`src/rtl/vga_text_rect_fill.sv`:
```
// Avalon-MM fill engine: writes one 16-bit cell code into every cell of a
// rectangle on the text screen, one 32-bit VRAM word per accepted write.
module vga_text_rect_fill #(
  parameter int COLS          = 80,
  parameter int ROWS          = 30,
  parameter int WORDS_PER_ROW = COLS / 2
) (
  input  logic        CLK,
  input  logic        RESET_N,
  input  logic        AVL_CS,
  input  logic        AVL_READ,
  input  logic        AVL_WRITE,
  input  logic [1:0]  AVL_ADDR,
  input  logic [31:0] AVL_WRITEDATA,
  output logic [31:0] AVL_READDATA,
  output logic [11:0] M_ADDR,
  output logic        M_WRITE,
  output logic [31:0] M_WRITEDATA,
  output logic [3:0]  M_BYTE_EN,
  input  logic        M_WAITREQUEST,
  output logic        IRQ
);

  typedef enum logic [1:0] {S_IDLE, S_CHECK, S_WRITE, S_DONE} state_t;

  localparam logic [6:0]  COLS_L = 7'(COLS);
  localparam logic [4:0]  ROWS_L = 5'(ROWS);
  localparam logic [11:0] WPR_L  = 12'(WORDS_PER_ROW);

  state_t      state_q, state_d;
  logic        irq_en_q, irq_en_d;
  logic        done_q, done_d;
  logic        err_q, err_d;
  logic [6:0]  x0_q, x0_d, x1_q, x1_d;
  logic [4:0]  y0_q, y0_d, y1_q, y1_d;
  logic [15:0] code_q, code_d;
  logic [4:0]  row_q, row_d;
  logic [5:0]  word_q, word_d;
  logic [11:0] m_addr_q, m_addr_d;
  logic        m_write_q, m_write_d;
  logic [31:0] m_wdata_q, m_wdata_d;
  logic [3:0]  m_be_q, m_be_d;

  logic        busy;
  logic        csr_wr;
  logic        start;
  logic        rect_bad;
  logic        load_word;
  logic [5:0]  x0_word;
  logic [5:0]  x1_word;
  logic        unused_wdata;

  assign busy     = (state_q == S_CHECK) || (state_q == S_WRITE);
  assign csr_wr   = AVL_CS && AVL_WRITE;
  assign start    = csr_wr && (AVL_ADDR == 2'd0) && AVL_WRITEDATA[0] && !busy;
  assign x0_word  = x0_q[6:1];
  assign x1_word  = x1_q[6:1];
  assign rect_bad = (x0_q > x1_q) || (y0_q > y1_q) || (x1_q >= COLS_L) || (y1_q >= ROWS_L);
  assign unused_wdata = ^{AVL_WRITEDATA[31:29], AVL_WRITEDATA[23:21]};

  always_ff @(posedge CLK or negedge RESET_N) begin
    if (!RESET_N) begin
      state_q   <= S_IDLE;
      irq_en_q  <= 1'b0;
      done_q    <= 1'b0;
      err_q     <= 1'b0;
      x0_q      <= '0;
      x1_q      <= '0;
      y0_q      <= '0;
      y1_q      <= '0;
      code_q    <= '0;
      row_q     <= '0;
      word_q    <= '0;
      m_addr_q  <= '0;
      m_write_q <= 1'b0;
      m_wdata_q <= '0;
      m_be_q    <= '0;
    end else begin
      state_q   <= state_d;
      irq_en_q  <= irq_en_d;
      done_q    <= done_d;
      err_q     <= err_d;
      x0_q      <= x0_d;
      x1_q      <= x1_d;
      y0_q      <= y0_d;
      y1_q      <= y1_d;
      code_q    <= code_d;
      row_q     <= row_d;
      word_q    <= word_d;
      m_addr_q  <= m_addr_d;
      m_write_q <= m_write_d;
      m_wdata_q <= m_wdata_d;
      m_be_q    <= m_be_d;
    end
  end

  always_comb begin
    state_d   = state_q;
    irq_en_d  = irq_en_q;
    done_d    = done_q;
    err_d     = err_q;
    x0_d      = x0_q;
    x1_d      = x1_q;
    y0_d      = y0_q;
    y1_d      = y1_q;
    code_d    = code_q;
    row_d     = row_q;
    word_d    = word_q;
    m_addr_d  = m_addr_q;
    m_write_d = m_write_q;
    m_wdata_d = m_wdata_q;
    m_be_d    = m_be_q;
    load_word = 1'b0;

    if (csr_wr) begin
      case (AVL_ADDR)
        2'd0: irq_en_d = AVL_WRITEDATA[1];
        2'd1: begin
          done_d = 1'b0;
          err_d  = 1'b0;
        end
        2'd2: if (!busy) begin
          x0_d = AVL_WRITEDATA[6:0];
          x1_d = AVL_WRITEDATA[14:8];
          y0_d = AVL_WRITEDATA[20:16];
          y1_d = AVL_WRITEDATA[28:24];
        end
        default: if (!busy) code_d = AVL_WRITEDATA[15:0];
      endcase
    end

    // FSM status updates come after the CSR decode so a DONE set beats a STATUS clear.
    case (state_q)
      S_IDLE, S_DONE: begin
        state_d = S_IDLE;
        if (start) begin
          state_d = S_CHECK;
          done_d  = 1'b0;
          err_d   = 1'b0;
        end
      end
      S_CHECK: begin
        if (rect_bad) begin
          err_d   = 1'b1;
          done_d  = 1'b1;
          state_d = S_IDLE;
        end else begin
          row_d     = y0_q;
          word_d    = x0_word;
          m_write_d = 1'b1;
          m_wdata_d = {code_q, code_q};
          load_word = 1'b1;
          state_d   = S_WRITE;
        end
      end
      S_WRITE: begin
        if (!M_WAITREQUEST) begin
          if (word_q < x1_word) begin
            word_d    = word_q + 6'd1;
            load_word = 1'b1;
          end else if (row_q < y1_q) begin
            row_d     = row_q + 5'd1;
            word_d    = x0_word;
            load_word = 1'b1;
          end else begin
            m_write_d = 1'b0;
            done_d    = 1'b1;
            state_d   = S_DONE;
          end
        end
      end
      default: state_d = S_IDLE;
    endcase

    // Low cell enabled when its column is at or right of X0, high cell when at or left of X1.
    if (load_word) begin
      m_addr_d = (12'(row_d) * WPR_L) + 12'(word_d);
      m_be_d   = {{2{{word_d, 1'b1} <= x1_q}}, {2{{word_d, 1'b0} >= x0_q}}};
    end
  end

  always_comb begin
    AVL_READDATA = '0;
    if (AVL_CS && AVL_READ) begin
      case (AVL_ADDR)
        2'd0:    AVL_READDATA = {30'd0, irq_en_q, 1'b0};
        2'd1:    AVL_READDATA = {29'd0, err_q, done_q, busy};
        2'd2:    AVL_READDATA = {3'd0, y1_q, 3'd0, y0_q, 1'b0, x1_q, 1'b0, x0_q};
        default: AVL_READDATA = {16'd0, code_q};
      endcase
    end
  end

  assign M_ADDR      = m_addr_q;
  assign M_WRITE     = m_write_q;
  assign M_WRITEDATA = m_wdata_q;
  assign M_BYTE_EN   = m_be_q;
  assign IRQ         = done_q && irq_en_q;

endmodule

```
`config.mk`:
```
export PLATFORM = sky130hd
export DESIGN_NAME = vga_text_rect_fill
export DESIGN_NICKNAME = d
export VERILOG_FILES = /design/src/rtl/vga_text_rect_fill.sv
export SDC_FILE = /design/constraint.sdc
export NUM_CORES = 1
export LEC_CHECK = 0
export CORE_MARGIN = 1.5
export CORE_UTILIZATION = 25
export CTS_CLUSTER_SIZE = 30
export DETAILED_ROUTE_END_ITERATION = 16
export MAX_ROUTING_LAYER = met4
export PLACE_DENSITY_LB_ADDON = 0.3
export SKIP_CTS_REPAIR_TIMING = 1
export SYNTH_ARGS = -nofsm -noshare
export SYNTH_HDL_FRONTEND = slang
export SYNTH_SLANG_ARGS = --single-unit
```
`constraint.sdc`:
```
create_clock -name CLK -period 12.5 [get_ports CLK]
set_input_delay 2.5 -clock CLK [delete_from_list [all_inputs] [get_ports CLK]]
set_output_delay 2.5 -clock CLK [all_outputs]
set_load 0.01 [all_outputs]
```
-- Word level (Yosys, flattened, before mapping)
Cells that the tools add are included.
- register bits: 104
- output and inout bits: 82
- logic and storage cells: 102
- add/sub/neg operators: 3
- multipliers: 1
- $lt $le $gt $ge: 8
- eq/ne operators: 9
- muxes and demuxes: 41
- bitwise gates (word level): 3
- reductions and logical operators: 22
- operators with widths (cell ; number):
    29-bit case mux with 3 select lines ; 1
    32-bit 2-to-1 mux ; 1
    6-bit 2-to-1 mux ; 4
    1-bit 2-to-1 mux ; 20
    5-bit 2-to-1 mux ; 4
    11-bit by 6-bit adder with 12-bit output ; 1
    6-bit case mux with 2 select lines ; 1
    5-bit case mux with 2 select lines ; 1
    3-bit AND reduction ; 3
    5-bit by 3-bit multiplier with 8-bit output, second input constant ; 1
    2-bit 2-to-1 mux ; 4
    2-bit inequality test, second input constant ; 4
    7-bit greater-or-equal comparator ; 1
    7-bit greater-or-equal comparator, second input constant ; 1
    7-bit greater-than comparator ; 1
    7-bit <= comparator ; 1
    6-bit by 1-bit adder with 6-bit output, second input constant ; 1
    2-bit equality test, second input constant ; 3
    1-bit logical AND ; 6
    6-bit < comparator ; 1
    1-bit case mux with 2 select lines ; 3
    2-bit case mux with 3 select lines ; 1
    5-bit by 1-bit adder with 5-bit output, second input constant ; 1
    5-bit greater-or-equal comparator, second input constant ; 1
    13 further kinds ; 21

-- Logic depth before layout (Yosys ltp)
Gate-level depths: netlist (run 1).
- depth in word-level cells: 8
- depth in mapped cells: 18
- depth with buffers taken out: 18

-- Worst setup path after synthesis (run 1)
OpenSTA, ideal clock, no wires.
- kind: input to output
- start: input AVL_ADDR[0]
- end: output AVL_READDATA[13]
- arrival time: 3.779 ns
- setup slack: 6.221 ns
- stages on the path: 5
- buffers on the path: 3
- cells stage by stage: clkbuf_1 -> buf_1 -> clkbuf_1 -> mux2i_1 -> nor2_1
- word-level cells in the longest chain between the ends: 3
- elaborated cells between the ends (all ways): 5
- those cells by class: eq/ne: 2; mux: 2; reduce/logical: 1
- RTL lines (what ; RTL line ; source):
    start, declared ; 13 ; input logic [1:0] AVL_ADDR,
    2-bit equality test (tied with other cells) ; 185 ; case (AVL_ADDR)
    29-bit case mux with 3 select lines (*) ; 185 ;
    32-bit 2-to-1 mux (*) ; 184 ; if (AVL_CS && AVL_READ) begin
    end, declared ; 15 ; output logic [31:0] AVL_READDATA,
Mark *: on every way between the ends. The rest lies on a longest branch, timed or not.

-- Worst setup path after layout (run 1)
- start: input AVL_ADDR[1]
- end: output AVL_READDATA[26]
Same word-level chain as after synthesis.

==> results of run 1 <==
-- flip-flops by register name, indices dropped and copies added, names as in the netlist, 5 cells and up --
signal       count
code_q          16
y1_q             5
x0_q             7
y0_q             5
M_ADDR          12
row_q            5
M_WRITEDATA     16
word_q           6
x1_q             7
-- per-layer routing --
metal / vias up / wire, microns
met5: - / 0
met4: 0 / 184
met3: 15 / 991
met2: 112 / 6494
met1: 2154 / 7458
li1: 2227 / -
-- cell families (layout without fill, tap and decap cells) --
logic type | after synthesis | count (layout) | synth area share, %
mux | 44 | 44 | 8.673
flops | 87 | 87 | 39.00
xor+xnor | 7 | 7 | 1.098
other cells | 1 | 6 | 0.06717
compound gates | 124 | 124 | 16.07
fa+ha+maj | 48 | 48 | 11.03
simple gates | 198 | 198 | 16.52
buf+inv | 80 | 163 | 7.552
-- final cells by class --
type	count	area [sq um]
well taps	280	350.3
clock buffers	9	225.2
flip-flops and latches	87	2177
multi-input cells	427	3005
clock inverters	7	88.84
fillers	2284	14790
inverters	32	120.1
repair buffers	115	1134
-- power by group --
part           leakage (nW)  internal, mW  total (mW)  switching, mW
sequential             1.09         0.358       0.430         0.0721
combinational          1.86         0.273       0.569          0.296
clock                 0.152         0.160       0.289          0.128
-- cell usage after synthesis, types with 3 or more instances --
cell type  number
a21boi_0        3
a21o_1          4
a21oi_1        19
a22oi_1         5
a31oi_1         4
a32oi_1         4
and2_1          3
and3_1         11
buf_2           3
buf_4          25
buf_6           3
clkbuf_1       15
dfrtp_1        87
ha_1           46
inv_1          32
mux2_2         25
mux2i_1        18
nand2_1        96
nand2b_1        5
nand3_1        13
nand4_1         7
nor2_1         29
nor2b_1         7
nor3_1         13
o21a_1         12
o21ai_0        36
o221ai_1        4
o2bb2ai_1       3
or3_1           4
xnor2_1         4
xor2_1          3
-- worst reg2reg max path, delay by kind of cell, from the launching register on --
| family | cells | cell delay (ps) |
|---|---|---|
| adder cells (fa/ha/maj) | 4 | 1270 |
| AND/OR/NAND/NOR | 5 | 1390 |
| buffers and inverters | 2 | 230 |
| multiplexers | 1 | 140 |
| flip-flops | 1 | 360 |
| AO/OA/AOI/OAI | 5 | 1230 |
-- stage by stage --
| step | total power [mW] | cell area, sq um | cells | setup slack [ps] |
|---|---|---|---|---|
| 6_report | 1.288 | 7101 | 957 | 5208 |
| 5_1_grt | 1.392 | 7101 | 957 | 4975 |
| 4_1_cts | 1.304 | 7101 | 957 | 5130 |
| 3_5_place_dp | 1.008 | 6787 | 941 | 5133 |
| 3_3_place_gp | 1.002 | 6787 | 941 | 5103 |
| 2_1_floorplan | 0.7997 | 5602 | 594 | 6221 |
-- how the worst min path moves through the flow --
| stage | start | end | slack, ps | depth (start not counted) |
|---|---|---|---|---|
| 2_1_floorplan | code_q[15]$_DFFE_PN0P_ | M_WRITEDATA[15]$_DFFE_PN0P_ | 450 | 2 |
| 3_3_place_gp | M_ADDR[3]$_DFFE_PN0P_ | M_ADDR[3]$_DFFE_PN0P_ | 460 | 2 |
| 3_5_place_dp | M_ADDR[3]$_DFFE_PN0P_ | M_ADDR[3]$_DFFE_PN0P_ | 470 | 2 |
| 4_1_cts | M_ADDR[3]$_DFFE_PN0P_ | M_ADDR[3]$_DFFE_PN0P_ | 480 | 2 |
| 5_1_grt | M_ADDR[3]$_DFFE_PN0P_ | M_ADDR[3]$_DFFE_PN0P_ | 520 | 2 |
| 6_report | M_ADDR[3]$_DFFE_PN0P_ | M_ADDR[3]$_DFFE_PN0P_ | 480 | 2 |
-- cells in the final DEF, fill, tap and decap left out, drive strengths merged, types with 9 or more instances in the layout --
cell type      count
o21a              12
nand3             13
clkdlybuf4s50    108
mux2i             18
and3              11
inv               36
dfrtp             87
nand2             97
nor3              15
nor2              29
mux2              25
clkbuf             9
a21oi             21
ha                46
o21ai             38
==> results.ini, run 1 <==
[logic_synthesis]
synth.cell_area_sq_mm=0.005583
postSynthCellCount=589
synth_cell_types=69
synthArstFlopShare_pct=100.0
syn_area_per_cell_sq_um=9.479
synth_edf_count=0
synth-seq-cells=87
ys.flop_type=dfrtp_1
netlist.area_leader.share_pct=39.00
netlist_top_cells_area=dfrtp_1 39%, ha_1 10%, nand2_1 6.5%
seq_area_frac_synth_pct=39.00
yosysTopAreaCell=dfrtp_1
yosysWarnings=0

[worst_setup_path]
cp_top_family=buffers and inverters
startpoint=AVL_ADDR[1]
critPathBufInv=2
rrSetupSlack_ps=7800
r2r-end=M_ADDR[10]$_DFFE_PN0P_
critPathMaxFanout=16
cp_cell_sequence=clkdlybuf4s50_1 -> nand3_1 -> nor3_1 -> clkdlybuf4s50_1
crit_path_start_kind=input port
cpPeakStageDelay_ps=700
cpMaxStageDelayCell=clkdlybuf4s50_1
r2r_start=y1_q[2]$_DFFE_PN0P_
critPathCapture=AVL_READDATA[26]
critical_path_depth=4
worst-r2r-cell-count=17
required_ps=10000
crit_top_cell=clkdlybuf4s50_1
end_kind=primary output
cp.arrival_ps=4790
criticalPathCategory=in -> out

[clocking]
worstSkewPairLatency_ps=360
htree_num_levels=3
clkTransAtPathRegs_ps=70
clockBufferDepth=2
ctsRootBufferMaster=clkbuf_16
cts_tree=done
numCtsBuffers=9
numClockSinks=87

[grt]
grtUsageMet1_pct=18.69
use_met2_pct=20.21
grt_pass1_vias=4494
grt.busiest_layer=met2
grt.overflow.total=0
grt_start_max_net_pins=60
met3_usage_pct=4.323
grt_pass1_wl_mm=25.15
track_usage_pct=13.93
antenna_found_initial=0

[floorplanning]
initial_core_util_pct=25.50
rows=54
ios=122
die_w_microns=152.4
fp.dieH_microns=152.4
dieArea_sq_mm=0.02324
coreArea_sq_mm=0.02189

[timing]
fin_skew_ps=10.80
finalHoldViolations=0
fmax_ghz=0.1371
holdWs_ps=481.3
tns_ps=0
rsz0062_at_grt=false
final.period_utilization_pct=58.33
maxSlewViolCount=0
maxSlewHeadroom_pct=33.78
fin_crit_ps=7292
setup-violations-final=0
worst_slew_pin_slew_ps=989.5

[cells_and_area]
utilization_pct=32.44
fin_nets=760
syn_to_final_growth_pct=27.19
n_antenna_cell=0
drive_above_1_share_pct=9.453

[job]
drv_cap=0

[placement]
port_buffers=109
gp_congestion=0.8185
hpwl_mm=11.50

[drt]
final_antenna_net_count=0
postRouteWirelength_mm=15.13
dr.first_iter.drc_count=220
drc=0
wl_per_cell_microns=15.81
num_vias=4508
dr.pass1.iters=5
vias_per_cell=4.711

[worst_hold_path]
min_path_type=reg -> reg

[power]
p_leak_nw=3.102
ir_drop_mv=0.07750
power.density_mw_per_mm2=181.4

[run_status]
status=finished clean

Note: power is estimated with default switching activity, not from simulation.
==> run 2: changes to the inputs <==
==> constraint.sdc (replaced) <==
create_clock -name CLK -period 6.65 [get_ports CLK]
set_input_delay 1.33 -clock CLK [delete_from_list [all_inputs] [get_ports CLK]]
set_output_delay 1.33 -clock CLK [all_outputs]
set_load 0.01 [all_outputs]
==> run 2 against run 1 <==
  * Critical endpoint is now AVL_READDATA[16]
  * First-iteration DRC count fell by 14%
  * Worst setup slack got worse by 3600 ps
  * Largest cell class unchanged
  * Clock-buffer cell count did not move
  * Cell count did not move
  * Via count fell by 0.22%
  * Core utilization fell by 0.051 points
  * Global-route usage rose by 0.095 points
  * Highest routed layer unchanged
  * Register-to-register slack got worse by 5900 ps
  * Sequential power rose by 89%
  * Cell area fell by 0.16%
==> results.ini, run 2 (same netlist as run 1, synthesis figures left out) <==
[run_status]
status=finished clean  ; unchanged

[worst_hold_path]
holdPathStages=2  ; unchanged
hold_end=M_ADDR[8]$_DFFE_PN0P_  ; was M_ADDR[3]$_DFFE_PN0P_
worstHoldStart=M_ADDR[8]$_DFFE_PN0P_  ; was M_ADDR[3]$_DFFE_PN0P_
min_path_type=reg -> reg  ; unchanged

[timing]
fin_skew_ps=7.480  ; was 10.80 ps
maxSlewViolCount=0  ; unchanged
fmax_ghz=0.1996
finalHoldViolations=0  ; unchanged
holdWs_ps=490.5  ; was 481.3 ps
final.period_utilization_pct=75.34
rsz0062_at_grt=false  ; unchanged
tns_ps=0  ; unchanged
fin_crit_ps=5010
worst_slew_pin_slew_ps=1030  ; was 989.5 ps
setup-violations-final=0  ; unchanged
maxSlewHeadroom_pct=31.06  ; was 33.78%

[clocking]
ctsRootBufferMaster=clkbuf_16  ; unchanged
cts_tree=done  ; unchanged
clockBufferDepth=2  ; unchanged
worstSkewPairLatency_ps=340  ; was 360 ps
clkTransAtPathRegs_ps=60  ; was 70 ps
numClockSinks=87  ; unchanged
numCtsBuffers=9  ; unchanged
htree_num_levels=3  ; unchanged

[drt]
num_vias=4498  ; was 4508
final_antenna_net_count=0  ; unchanged
drc=0  ; unchanged
postRouteWirelength_mm=15.37  ; was 15.13 mm
dr.first_iter.drc_count=189  ; was 220
dr.pass1.iters=4  ; was 5
vias_per_cell=4.700  ; was 4.711
wl_per_cell_microns=16.06  ; was 15.81 microns

[cells_and_area]
final_cell_mix=108 x clkdlybuf4s50_1, 96 x nand2_1, 87 x dfrtp_1  ; unchanged
fin_nets=760  ; unchanged
layout_commonest_cell=clkdlybuf4s50_1  ; unchanged
utilization_pct=32.38  ; was 32.44%
syn_to_final_growth_pct=26.98  ; was 27.19%
postLayoutCellArea_sq_mm=0.007089  ; was 0.007101 sq mm
n_antenna_cell=0  ; unchanged
drive_above_1_share_pct=9.453  ; unchanged

[worst_setup_path]
r2r-end=M_ADDR[10]$_DFFE_PN0P_  ; unchanged
worst-r2r-cell-count=17  ; unchanged
crit_path_start_kind=input port  ; unchanged
rrSetupSlack_ps=1940  ; was 7800 ps
required_ps=5320  ; was 10000 ps
critPathMaxFanout=16  ; unchanged
cp.arrival_ps=3680  ; was 4790 ps
criticalPathCategory=in -> out  ; unchanged
r2r_start=y1_q[2]$_DFFE_PN0P_  ; unchanged
end_kind=primary output  ; unchanged

[floorplanning]
dieArea_sq_mm=0.02324  ; unchanged
rows=54  ; unchanged
initial_core_util_pct=25.50  ; unchanged
coreArea_sq_mm=0.02189  ; unchanged
ios=122  ; unchanged
fp.dieH_microns=152.4  ; unchanged
die_w_microns=152.4  ; unchanged

[grt]
antenna_found_initial=0  ; unchanged
grt_pass1_wl_mm=25.54  ; was 25.15 mm
grt_start_max_net_pins=71  ; was 60
grt.overflow.total=0  ; unchanged
track_usage_pct=14.03  ; was 13.93%
grt_pass1_vias=4523  ; was 4494

[placement]
port_buffers=109  ; unchanged
placed_area_sq_mm=0.006787  ; unchanged
gp_congestion=0.8333  ; was 0.8185
hpwl_mm=11.55  ; was 11.50 mm

[power]
total_power_mw=2.410  ; was 1.288 mW
p_leak_nw=3.097  ; was 3.102 nW
power.density_mw_per_mm2=340.0  ; was 181.4 mW/mm^2
ir_drop_mv=0.1117  ; was 0.07750 mV

[job]
drv_cap=0  ; unchanged

-- run 2: cell types whose count changed in the layout (fill, tap and decap cells not counted), sizes merged --
cell	previous run	this run
clkinv	1	2
inv	36	35
-- run 2: how the worst max path moves through the flow --
stage | end | from
after detailed placement | M_ADDR[10]$_DFFE_PN0P_ | M_WAITREQUEST
after global placement | M_ADDR[10]$_DFFE_PN0P_ | M_WAITREQUEST
after CTS | AVL_READDATA[16] | AVL_ADDR[1]
final | AVL_READDATA[16] | AVL_ADDR[1]
after floorplan | M_ADDR[10]$_DFFE_PN0P_ | M_WAITREQUEST
after global routing | M_ADDR[10]$_DFFE_PN0P_ | M_WAITREQUEST
-- run 2: layout make-up --
class,instances,area (sq um)
Multi-Input combinational cell,427,3005
Sequential cell,87,2177
Timing Repair Buffer,115,1134
Clock buffer,9,225.2
Inverter,32,120.1
Tap cell,280,350.3
Fill cell,2284,14800
Clock inverter,7,77.57
-- run 2: worst max-delay path: stages --
cell	delay (ps)
clkdlybuf4s50_1	690
nand3_1	650
nor3_1	410
clkdlybuf4s50_1	600
-- run 2: metrics by stage --
step	worst slack, ps	std cells
after floorplan	2309	594
after global placement	1396	941
after detailed placement	1427	941
after CTS	1584	957
after global routing	1300	957
final	1640	957
-- run 2: layer usage --
| metal | global-route usage (%) | vias to the layer above | share of wire [%] |
|---|---|---|---|
| li1 | - | 2224 | - |
| met4 | 2.930 | 0 | 0.91 |
| met5 | - | - | 0 |
| met3 | 3.953 | 13 | 5.6 |
| met1 | 18.82 | 2162 | 50 |
| met2 | 21.07 | 99 | 44 |
-- run 2: power breakdown --
group,leakage (nW),internal (mW),total (mW),switching [mW]
clock network,0.147,0.296,0.531,0.235
logic,1.86,0.513,1.07,0.554
registers,1.09,0.673,0.812,0.139
total,3.10,1.48,2.41,0.928
==> run 3: changes to the inputs <==
==> constraint.sdc (replaced) <==
create_clock -name CLK -period 5.1 [get_ports CLK]
set_input_delay 1.02 -clock CLK [delete_from_list [all_inputs] [get_ports CLK]]
set_output_delay 1.02 -clock CLK [all_outputs]
set_load 0.01 [all_outputs]
==> run 3 against run 2 <==
  * Critical path depth grew 13
  * Largest cell class unchanged
  * Worst setup slack lost 1000 ps
  * Clock-buffer cell count is the same
  * Critical endpoint is now M_ADDR[10]$_DFFE_PN0P_
==> results.ini, run 3 (same netlist as run 1, synthesis figures left out) <==
[timing]
fmax_ghz=0.2231
maxSlewViolCount=0  ; unchanged
rsz0062_at_grt=false  ; unchanged
worst_slew_pin_slew_ps=1005  ; was 1030 ps
fin_skew_ps=5.633  ; was 7.480 ps
tns_ps=0  ; unchanged
finalHoldViolations=0  ; unchanged
setup-violations-final=0  ; unchanged
fin_crit_ps=4482
final.period_utilization_pct=87.89
maxSlewHeadroom_pct=32.77  ; was 31.06%

[power]
ir_drop_mv=0.1654  ; was 0.1117 mV
p_leak_nw=3.157  ; was 3.097 nW
comb_power_share_pct=44.1  ; was 44.3%
pwr-share-seq_pct=32.9  ; was 33.7%
p_sw_mw=1.222  ; was 0.9280 mW
internal-power_mw=1.999  ; was 1.482 mW
power.density_mw_per_mm2=448.3  ; was 340.0 mW/mm^2
power_switching_share_pct=37.93  ; was 38.50%
clkPwrFrac_pct=23.0  ; was 22.0%

[clocking]
clockBufferDepth=2  ; unchanged
clkTransAtPathRegs_ps=70  ; was 60 ps
numCtsBuffers=9  ; unchanged
numClockSinks=87  ; unchanged
cts_tree=done  ; unchanged
htree_num_levels=3  ; unchanged
ctsRootBufferMaster=clkbuf_16  ; unchanged
worstSkewPairLatency_ps=350  ; was 340 ps

[drt]
drc=0  ; unchanged
num_vias=4493  ; was 4498
dr.pass1.iters=4  ; unchanged
dr.first_iter.drc_count=207  ; was 189
wl_per_cell_microns=15.75  ; was 16.06 microns
final_antenna_net_count=0  ; unchanged
vias_per_cell=4.651  ; was 4.700
postRouteWirelength_mm=15.21  ; was 15.37 mm

[cells_and_area]
final_cell_mix=108 x clkdlybuf4s50_1, 96 x nand2_1, 87 x dfrtp_1  ; unchanged
regArea_sq_mm=0.002177  ; unchanged
multi_input_comb_area_sq_mm=0.003005  ; unchanged
postLayoutCellArea_sq_mm=0.007183  ; was 0.007089 sq mm
n_antenna_cell=0  ; unchanged
fill_cells=2287  ; was 2284
fin_nets=769  ; was 760
layout_commonest_cell=clkdlybuf4s50_1  ; unchanged
drive_above_1_share_pct=10.64  ; was 9.453%
syn_to_final_growth_pct=28.66  ; was 26.98%
fin_cells=966  ; was 957

[worst_setup_path]
end_kind=flop  ; was primary output
cp_top_family=simple AND/OR/NAND/NOR gates  ; was buffers and inverters
cpMaxStageDelayCell=fa_1  ; was clkdlybuf4s50_1
cp.arrival_ps=4760  ; was 3680 ps
criticalPathCategory=reg -> reg  ; was in -> out
critPathMaxFanout=7  ; was 16
required_ps=5380  ; was 5320 ps
cp_cell_sequence=inv_1 -> ha_1 -> and4_1 -> a221o_1 -> a21oi_4 -> nand2_4 -> nor2_1 -> a22oi_1 -> o221ai_1 -> ha_1 -> ha_1 -> inv_1 -> fa_1 -> nor3b_1 -> nor3b_1 -> nand3_1 -> a31oi_1  ; was clkdlybuf4s50_1 -> nand3_1 -> nor3_1 -> clkdlybuf4s50_1
critPathBufInv=2  ; unchanged
cpPeakStageDelay_ps=470  ; was 690 ps
crit_top_cell=ha_1  ; was clkdlybuf4s50_1
crit_path_start_kind=flop  ; was input port

[floorplanning]
dieArea_sq_mm=0.02324  ; unchanged
initial_core_util_pct=25.50  ; unchanged
die_w_microns=152.4  ; unchanged
ios=122  ; unchanged
rows=54  ; unchanged
coreArea_sq_mm=0.02189  ; unchanged
fp.dieH_microns=152.4  ; unchanged

[placement]
port_buffers=109  ; unchanged
dp.cells=950  ; was 941
gp_congestion=0.7864  ; was 0.8333
hpwl_mm=11.59  ; was 11.55 mm
placed_area_sq_mm=0.006854  ; was 0.006787 sq mm

[grt]
grt_pass1_vias=4486  ; was 4523
track_usage_pct=13.86  ; was 14.03%
grt_pass1_wl_mm=25.13  ; was 25.54 mm
antenna_found_initial=0  ; unchanged
grt_start_max_net_pins=53  ; was 71
grt.overflow.total=0  ; unchanged

[worst_hold_path]
min_path_type=reg -> reg  ; unchanged

[job]
drv_cap=0  ; unchanged

[run_status]
status=finished clean  ; unchanged

-- run 3: worst paths after layout --
| kind | startpoint | end | slack [ps] | depth (start not counted) |
|---|---|---|---|---|
| max reg2reg | y1_q[3]$_DFFE_PN0P_ | M_ADDR[10]$_DFFE_PN0P_ | 620 | 17 |
| min in group asynchronous | RESET_N | y1_q[4]$_DFFE_PN0P_ | 700 | 1 |
| max in group asynchronous | RESET_N | M_BYTE_EN[1]$_DFFE_PN0P_ | 3440 | 2 |
| min reg2reg | code_q[15]$_DFFE_PN0P_ | M_WRITEDATA[15]$_DFFE_PN0P_ | 480 | 2 |
| max | y1_q[3]$_DFFE_PN0P_ | M_ADDR[10]$_DFFE_PN0P_ | 620 | 17 |
| min | code_q[15]$_DFFE_PN0P_ | M_WRITEDATA[15]$_DFFE_PN0P_ | 480 | 2 |
-- run 3: through the flow --
| step | util, % | hold WS [ps] | setup WS, ps | total power [mW] |
|---|---|---|---|---|
| after global routing | 32.81 | 513.4 | 276.5 | 3.473 |
| final | 32.81 | 483.0 | 617.6 | 3.220 |
| after detailed placement | 31.31 | 466.1 | 527.6 | 2.493 |
| after global placement | 31.31 | 462.4 | 617.3 | 2.476 |
| after CTS | 32.81 | 482.1 | 618.6 | 3.255 |
| after floorplan | - | 447.5 | 1002 | 1.960 |
-- run 3: power by group through the flow --
stage / Clock [mW] / Combinational [mW] / Sequential [mW]
floorplan: 0 / 0.907 / 1.05
global placement: 0 / 1.41 / 1.07
detailed placement: 0 / 1.42 / 1.07
CTS: 0.761 / 1.43 / 1.06
global route: 0.787 / 1.60 / 1.09
finish: 0.740 / 1.42 / 1.06
-- run 3: final cells by class --
type	instances	area share, %
Clock buffer	9	3.135
Clock inverter	7	1.446
Inverter	32	1.672
Multi-Input combinational cell	427	41.84
Sequential cell	87	30.31
Tap cell	280	4.877
Timing Repair Buffer	124	16.72
-- run 3: tightest hold or removal path, stage by stage, from the launching register on --
cell     delay, ps
dfrtp_1        360
nand2_1         50
nand2_1         50
-- run 3: metal layers --
| metal | track usage [%] | part of all wire [%] | vias to the layer above |
|---|---|---|---|
| li1 | - | - | 2236 |
| met2 | 20.08 | 43 | 118 |
| met1 | 19.04 | 50 | 2127 |
| met4 | 3.571 | 1.1 | 0 |
| met5 | - | 0 | - |
| met3 | 3.754 | 6.3 | 12 |
